===== src/rtl/gcd_seq_if.sv =====
// rtl/gcd_seq_if.sv - operand, result and core-side bus of the GCD sequencer
interface gcd_seq_if #(
  parameter int WIDTH = 32
);
  logic             in_valid;
  logic             in_ready;
  logic [WIDTH-1:0] in_a;
  logic [WIDTH-1:0] in_b;
  logic             out_valid;
  logic             out_ready;
  logic [WIDTH-1:0] out_result;
  logic             out_err;
  logic             core_start;
  logic [WIDTH-1:0] core_opa;
  logic [WIDTH-1:0] core_opb;
  logic [WIDTH-1:0] core_result;
  logic             core_done;

  // slave: the sequencer itself
  modport slave (
    input  in_valid, in_a, in_b, out_ready, core_result, core_done,
    output in_ready, out_valid, out_result, out_err, core_start, core_opa, core_opb
  );

  // master: the surrounding system (producer, consumer and core)
  modport master (
    output in_valid, in_a, in_b, out_ready, core_result, core_done,
    input  in_ready, out_valid, out_result, out_err, core_start, core_opa, core_opb
  );
endinterface


===== src/rtl/gcd_seq.sv =====
// rtl/gcd_seq.sv - operand FIFO, GCD core sequencer and result collector
module gcd_seq #(
  parameter int WIDTH      = 32,
  parameter int FIFO_DEPTH = 4,
  parameter int TIMEOUT    = 4096
) (
  input  logic        clk,
  input  logic        resetn,
  gcd_seq_if.slave    bus,
  output logic        busy
);
  localparam int AW = $clog2(FIFO_DEPTH);
  localparam int TW = $clog2(TIMEOUT);
  localparam logic [AW:0]   PTR_ONE = 1;
  localparam logic [TW-1:0] T_ONE   = 1;
  localparam logic [TW-1:0] T_ZERO  = '0;
  localparam logic [TW-1:0] T_MAX   = TW'(TIMEOUT - 1);

  typedef enum logic [1:0] {IDLE, ISSUE, WAIT, OUT} state_t;

  state_t             state_q, state_d;
  logic [AW:0]        wr_q, wr_d, rd_q, rd_d;
  logic [2*WIDTH-1:0] mem_q [FIFO_DEPTH];
  logic [WIDTH-1:0]   opa_q, opa_d, opb_q, opb_d;
  logic [WIDTH-1:0]   res_q, res_d;
  logic               err_q, err_d;
  logic [TW-1:0]      timer_q, timer_d;

  logic               full, empty, push, pop;
  logic [WIDTH-1:0]   head_a, head_b;

  assign empty  = (wr_q == rd_q);
  assign full   = (wr_q[AW] != rd_q[AW]) && (wr_q[AW-1:0] == rd_q[AW-1:0]);
  assign push   = bus.in_valid && !full;
  assign pop    = (state_q == IDLE) && !empty;
  assign head_a = mem_q[rd_q[AW-1:0]][2*WIDTH-1:WIDTH];
  assign head_b = mem_q[rd_q[AW-1:0]][WIDTH-1:0];

  always_ff @(posedge clk) begin
    if (push) mem_q[wr_q[AW-1:0]] <= {bus.in_a, bus.in_b};
  end

  always_ff @(posedge clk or negedge resetn) begin
    if (!resetn) begin
      state_q <= IDLE;
      wr_q    <= '0;
      rd_q    <= '0;
      opa_q   <= '0;
      opb_q   <= '0;
      res_q   <= '0;
      err_q   <= 1'b0;
      timer_q <= '0;
    end else begin
      state_q <= state_d;
      wr_q    <= wr_d;
      rd_q    <= rd_d;
      opa_q   <= opa_d;
      opb_q   <= opb_d;
      res_q   <= res_d;
      err_q   <= err_d;
      timer_q <= timer_d;
    end
  end

  always_comb begin
    state_d = state_q;
    wr_d    = push ? wr_q + PTR_ONE : wr_q;
    rd_d    = pop ? rd_q + PTR_ONE : rd_q;
    opa_d   = opa_q;
    opb_d   = opb_q;
    res_d   = res_q;
    err_d   = err_q;
    timer_d = timer_q;
    case (state_q)
      IDLE: begin
        if (!empty) begin
          // A zero operand makes the answer the other operand; no core run needed.
          if (head_a == '0 || head_b == '0) begin
            res_d   = head_a | head_b;
            err_d   = 1'b0;
            state_d = OUT;
          end else begin
            opa_d   = head_a;
            opb_d   = head_b;
            state_d = ISSUE;
          end
        end
      end
      ISSUE: begin
        timer_d = '0;
        state_d = WAIT;
      end
      WAIT: begin
        timer_d = timer_q + T_ONE;
        // timer_q == 0 marks the first WAIT cycle, where done may still be stale.
        if (timer_q != T_ZERO && bus.core_done) begin
          res_d   = bus.core_result;
          err_d   = 1'b0;
          state_d = OUT;
        end else if (timer_q == T_MAX) begin
          res_d   = '0;
          err_d   = 1'b1;
          state_d = OUT;
        end
      end
      OUT: begin
        if (bus.out_ready) state_d = IDLE;
      end
      default: state_d = IDLE;
    endcase
  end

  assign bus.in_ready   = !full;
  assign bus.out_valid  = (state_q == OUT);
  assign bus.out_result = res_q;
  assign bus.out_err    = err_q;
  assign bus.core_start = (state_q == ISSUE);
  assign bus.core_opa   = opa_q;
  assign bus.core_opb   = opb_q;
  assign busy           = (state_q != IDLE) || !empty;
endmodule


===== src/flat_wrapper.sv =====
// flat-port wrapper written by rule: the top's interface ports become plain ports
module gcd_seq_flat 
#(
  parameter int WIDTH      = 32,
  parameter int FIFO_DEPTH = 4,
  parameter int TIMEOUT    = 4096
)
  (clk, resetn, busy, bus_in_valid, bus_in_a, bus_in_b, bus_out_ready, bus_core_result, bus_core_done, bus_in_ready, bus_out_valid, bus_out_result, bus_out_err, bus_core_start, bus_core_opa, bus_core_opb);
  gcd_seq_if #(.WIDTH(WIDTH)) bus_i ();
  input  logic clk;
  input  logic resetn;
  output logic busy;
  input wire logic [$bits(bus_i.in_valid)-1:0] bus_in_valid;
  input wire logic [$bits(bus_i.in_a)-1:0] bus_in_a;
  input wire logic [$bits(bus_i.in_b)-1:0] bus_in_b;
  input wire logic [$bits(bus_i.out_ready)-1:0] bus_out_ready;
  input wire logic [$bits(bus_i.core_result)-1:0] bus_core_result;
  input wire logic [$bits(bus_i.core_done)-1:0] bus_core_done;
  output wire logic [$bits(bus_i.in_ready)-1:0] bus_in_ready;
  output wire logic [$bits(bus_i.out_valid)-1:0] bus_out_valid;
  output wire logic [$bits(bus_i.out_result)-1:0] bus_out_result;
  output wire logic [$bits(bus_i.out_err)-1:0] bus_out_err;
  output wire logic [$bits(bus_i.core_start)-1:0] bus_core_start;
  output wire logic [$bits(bus_i.core_opa)-1:0] bus_core_opa;
  output wire logic [$bits(bus_i.core_opb)-1:0] bus_core_opb;
  assign bus_i.in_valid = bus_in_valid;
  assign bus_i.in_a = bus_in_a;
  assign bus_i.in_b = bus_in_b;
  assign bus_i.out_ready = bus_out_ready;
  assign bus_i.core_result = bus_core_result;
  assign bus_i.core_done = bus_core_done;
  assign bus_in_ready = bus_i.in_ready;
  assign bus_out_valid = bus_i.out_valid;
  assign bus_out_result = bus_i.out_result;
  assign bus_out_err = bus_i.out_err;
  assign bus_core_start = bus_i.core_start;
  assign bus_core_opa = bus_i.core_opa;
  assign bus_core_opb = bus_i.core_opb;
  gcd_seq #(.WIDTH(WIDTH), .FIFO_DEPTH(FIFO_DEPTH), .TIMEOUT(TIMEOUT)) u_core (.clk(clk), .resetn(resetn), .bus(bus_i), .busy(busy));
endmodule

===== config.mk =====
export PLATFORM = sky130hd
export DESIGN_NAME = gcd_seq_flat
export DESIGN_NICKNAME = d
export VERILOG_FILES = /design/src/rtl/gcd_seq_if.sv /design/src/rtl/gcd_seq.sv /design/src/flat_wrapper.sv
export SDC_FILE = /design/constraint.sdc
export NUM_CORES = 1
export LEC_CHECK = 0
export BUFFER_PORTS_ARGS = -buffer_cell sky130_fd_sc_hd__buf_2
export CORE_UTILIZATION = 61
export DETAILED_ROUTE_END_ITERATION = 6
export PLACE_DENSITY = 0.92
export SLEW_MARGIN = 10
export SYNTH_ARGS = -nofsm -noshare
export SYNTH_HDL_FRONTEND = slang
export SYNTH_SLANG_ARGS = --single-unit
export TNS_END_PERCENT = 20

===== constraint.sdc =====
create_clock -name clk -period 8.3 [get_ports clk]
set_input_delay 1.66 -clock clk [delete_from_list [all_inputs] [get_ports clk]]
set_output_delay 1.66 -clock clk [all_outputs]
set_load 0.01 [all_outputs]

=== Word-level counts from Yosys, hierarchy flattened ===
Memory sizes are Yosys's and may differ from the RTL's.
Index checks and enable logic that the tools add are counted.

* Output and inout bits: 101
* Bits of input ports: 101
* RAM bits: 256
* Flip-flop bits (word level): 117
* Word-level logic and storage cells: 63
* Memory bits (read-only): 0
* Memories: 1
* Bits in latches: 0

{| class="wikitable"
|+ Memories
! name !! depth !! width !! rd ports !! clocked after Yosys merged registers in !! wr ports !! line !! source
|-
| u_core.mem_q || 4 || 64 || 1 || 0 || 1 || gcd_seq.sv:23 || <nowiki>logic [2*WIDTH-1:0] mem_q [FIFO_DEPTH];</nowiki>
|}

* Multiplexer cells: 19
* Multipliers: 0
* Bitwise operators: 3
* Shift operators: 0
* Equality and inequality tests: 11
* Divide/modulo/power cells: 0
* $add $sub $neg: 3
* Reductions and logical operators: 18
* Order comparisons: 0

{| class="wikitable"
|+ Operator list
! cell !! number
|-
| $mux W32 || 4
|-
| $logic_not A32 Y1 || 2
|-
| $pmux W32 S2 || 1
|-
| $or A32 B32 Y32 || 1
|-
| $pmux W12 S2 || 1
|-
| $add A12 B1 Y12 const B || 1
|-
| $eq A12 B12 Y1 const B || 1
|-
| $reduce_bool A12 Y1 || 1
|-
| $mux W2 || 5
|-
| $pmux W2 S4 || 1
|-
| $add A3 B1 Y3 const B || 2
|-
| $mux W1 || 6
|-
| $ne A2 B2 Y1 const B || 3
|-
| $reduce_and A3 Y1 || 2
|-
| $reduce_bool A2 Y1 || 3
|-
| $eq A2 B2 Y1 const B || 2
|-
| $logic_and A1 B1 Y1 || 4
|-
| $reduce_and A4 Y1 || 1
|-
| $eq A3 B3 Y1 || 1
|-
| $ne A3 B1 Y1 const B || 1
|-
| $eq A2 B1 Y1 const B || 1
|-
| $eq A2 B2 Y1 || 1
|-
| $logic_not A1 Y1 || 2
|-
| $logic_not A2 Y1 || 1
|-
| other kinds (4) || 6
|}

=== Longest topological paths before layout ===
* Word-level depth: 6
* Mapped depth: 9
* Mapped depth without buffers: 8

=== Least setup slack after synthesis ===
No wires, ideal clock.

* Kind: input -> register
* From: input bus_in_valid
* To: memory u_core.mem_q[3][0] (netlist name) (enable)
* Cell stages on the path: 1
* Path slack: 4,625 ps
* Data required time: 7,869 ps
* Library setup time: 431 ps
* Arrival time: 3,244 ps
* Cell sequence: and3_1

* Longest elaborated chain between the ends: 3

{| class="wikitable"
|+ RTL lines
! item !! line !! source
|-
| start: declaration || flat_wrapper.sv:13 || <nowiki>input wire logic [$bits(bus_i.in_valid)-1:0] bus_in_valid;</nowiki>
|-
| $logic_and A1 B1 Y1 || gcd_seq.sv:34 || <nowiki>assign push = bus.in_valid && !full;</nowiki>
|-
| $mux W1 || gcd_seq.sv:40 || <nowiki>if (push) mem_q[wr_q[AW-1:0]] <= {bus.in_a, bus.in_b};</nowiki>
|-
| $mux W1 (implied by the code) || gcd_seq.sv:40 ||
|-
| end: declaration || gcd_seq.sv:23 ||
|}

Every way passes these cells.

=== Worst setup path after layout ===
* From: register u_core.rd_q[1]
* To: output busy

* Longest elaborated chain between the ends: 3

{| class="wikitable"
|+ RTL lines
! item !! line !! source
|-
| start: declaration || gcd_seq.sv:22 || <nowiki>logic [AW:0] wr_q, wr_d, rd_q, rd_d;</nowiki>
|-
| start signal: assignment || gcd_seq.sv:56 || <nowiki>rd_q <= rd_d;</nowiki>
|-
| $eq A3 B3 Y1 || gcd_seq.sv:32 || <nowiki>assign empty = (wr_q == rd_q);</nowiki>
|-
| $logic_not A1 Y1 || gcd_seq.sv:120 || <nowiki>assign busy = (state_q != IDLE) || !empty;</nowiki>
|-
| $logic_or A1 B1 Y1 || gcd_seq.sv:120 ||
|-
| end: declaration || flat_wrapper.sv:12 || <nowiki>output logic busy;</nowiki>
|}

Every way passes these cells.

==> out/qor.csv <==
metric,value,unit
first-pass GRT wire length,58000,um
Clock Path Buffers,3,
CP Capture Type,output port,
"CTS clk-pin slew, worst paths",0.06,ns
setup violators final,0,
Ys Warns,0,
CTS tree,built,
WL met1,14100,um
vias per cell,6.46,
Finished Cell Area,17500,um2
"slowest stage delay, CP",0.75,ns
post-CTS sizing,0,
CP max stage cell,dfrtp_2,
clock period minus worst slack,4.56,ns
Worst-Margin Slew,1.03,ns
WS Path Type,register to output port,
antenna violations before repair,5,
startpoint types,register,
nets,1118,
share of layout cells above drive strength 1,41.0,%
FF/Latch Area,10600,um2
vias in the first global route,9125,
hold_buf cts,0,
WL per Instance,28.7,um
global route overflow,0,
Total GRT Usage,31.4,%
Chip Height,160,um
Hold Crit Start,u_core.wr_q[2],
CP Cell Sequence,buf_4 -> xor2_1 -> nor3_2 -> nand2_1 -> buf_2,
# H-tree levels,2,
Max Slew Vio Count,0,
DR vias,8799,
leakage,6.85,nW
syn avg cell area,19.2,um2
Root Buffer,clkbuf_16,
Mapped Area,15100,um2
CTS buffer count,37,
drt drc,0,
unrepaired setup endpoints after global routing,false,
crit path DAT,2.90,ns
Slew Limit Headroom,31.3,%
worst-skew pair later-pin latency,0.52,ns
syn_nets,902,
WL met2,18800,um
CP Max Fanout,45,
#FFs+latches synth,373,
gp weighted congestion,0.892,
Clock Sinks,373,
multi-input logic area,4180,um2
"Cell Area, Placed",16300,um2
DP HPWL,24400,um
Initial DRT Pass Iterations,6,
most frequent cells in the layout,"edfxtp_1, buf_2, dfrtp_1",
"commonest non-fill, non-tap cell in the layout",edfxtp_1,
postcts setup bufs,0,
Detail Route Antenna Nets,0,
Area Overhead vs Synth,15.7,%
area of the core,24300,um2
post-route clock period utilization,54.9,%
startpoint of the worst register-to-register path,u_core.rd_q[0],
outcome,finished clean,
starting density of the core,62.3,%
final WL,39000,um
Crit path max-delay family,buffers and inverters,
drt first-iter violations,1281,
total negative slack,0,ns
Yosys cell types,40,
largest net degree at the start of global routing,68,
FMAX,219,MHz
max_cap viols,0,
Peak VDD IR,307,uV
Layout fillers,1375,
die area,25500,um2
row cnt,57,
worst-case clock skew,0.0142,ns
Die X,160,um
Cells after Synth,790,
met3 WL,4000,um
Critical Path RT,6.64,ns
type of the worst min-delay path,register to register,
Cell Pwr Density,445,nW/um2
Crit. Startpoint,u_core.rd_q[1],
Final Hold Viols,0,
IO Port Bufs,201,
register area share after synthesis,70.1,%
I/O pin count,202,
uppermost layer routed,met5,
Worst Path Buf+Inv,2,
kinds of logic (layout without fill, tap and decap cells):
logic type | Yosys count | in the layout | synth area share, %
AO/OA/AOI/OAI | 81 | 81 | 2.83
AND/OR/NAND/NOR | 106 | 106 | 3.50
XOR/XNOR | 13 | 13 | 0.752
buffers and inverters | 43 | 288 | 2.44
adder cells (fa/ha/maj) | 11 | 11 | 0.909
other | 0 | 3 | 0
flip-flops | 373 | 373 | 70.1
multiplexers | 163 | 163 | 19.5
path summary, 6_finish.rpt:
kind	endpoint	depth (start not counted)	slack [ns]
worst max-delay path	busy	5	3.74
worst min-delay path	u_core.wr_q[2]	1	0.51
worst max register to register	u_core.bus.out_result[16]	8	3.84
worst min register to register	u_core.wr_q[2]	1	0.51
max in group asynchronous	u_core.rd_q[0]	2	5.61
min in group asynchronous	u_core.bus.core_opb[27]	1	1.21
area by class of cell:
type	count	share of cell area [%]
multi-input combinational	374	23.8
clock buffer	54	5.95
inverter	7	0.150
antenna	3	0.0428
clock inverter	14	0.821
timing repair buffer	213	6.27
tap	324	2.31
sequential	373	60.6
worst register-to-register path, delay by kind of cell, from the launching register on:
family / cells / cell delay [ns]
simple gates: 3 / 1.13
mux: 2 / 1.03
buf+inv: 2 / 1.04
compound gates: 1 / 0.23
flops: 1 / 0.90
flip-flops by register name, indices dropped and copies added (netlist names):
signal and cells:
u_core.mem_q 256, u_core.bus.core_opa 32, u_core.bus.core_opb 32, u_core.bus.out_result 32, u_core.timer_q 12, u_core.rd_q 3
u_core.wr_q 3, u_core.state_q 2, u_core.bus.out_err 1
cell usage after synthesis (all sizes together):
cell | number | area, um2
a221oi | 1 | 8.76
mux4 | 64 | 1480
dfrtp | 117 | 2930
edfxtp | 256 | 7690
nor2b | 2 | 12.5
o21ai | 42 | 218
nor3 | 2 | 26.3
and2 | 2 | 12.5
nor2 | 12 | 52.6
buf | 23 | 294
nand4 | 5 | 31.3
and4 | 1 | 8.76
xnor2 | 5 | 43.8
a221o | 1 | 10.0
inv | 7 | 26.3
a22o | 1 | 8.76
mux2 | 98 | 1460
nand2 | 48 | 180
nand3 | 6 | 30.0
clkbuf | 13 | 48.8
or3 | 2 | 12.5
ha | 11 | 138
mux2i | 1 | 10.0
and3 | 8 | 50.1
o22ai | 1 | 6.26
a21oi | 34 | 170
xor2 | 8 | 70.1
o31ai | 1 | 7.51
nor4 | 18 | 113
stage by stage:
| step | total power, W | setup slack (ns) | hold WS [ns] | cells | utilization (%) |
|---|---|---|---|---|---|
| 2_1_floorplan | 0.00513 | 4.63 | 0.460 | 790 | - |
| 6_report | 0.00779 | 3.74 | 0.507 | 1362 | 72.1 |
| 3_3_place_gp | 0.00589 | 4.09 | 0.478 | 1291 | 67.1 |
| 5_1_grt | 0.00803 | 3.60 | 0.520 | 1361 | 72.0 |
| 4_1_cts | 0.00776 | 3.77 | 0.504 | 1359 | 72.0 |
| 3_5_place_dp | 0.00604 | 4.00 | 0.485 | 1291 | 67.1 |
per-layer routing:
| layer | GRT usage (%) | up-vias |
|---|---|---|
| met1 | 41.3 | 4445 |
| met2 | 49.5 | 665 |
| li1 | - | 3542 |
| met5 | 0 | - |
| met4 | 16.1 | 6 |
| met3 | 7.37 | 141 |
power by group:
part	internal (W)	switching, W	leakage, nW
sequential	0.00261	0.000369	3.74
combinational	0.00146	0.00170	2.52
clock	0.000968	0.000682	0.581
total	0.00504	0.00275	6.85
Power figures use the tool's default switching activity.
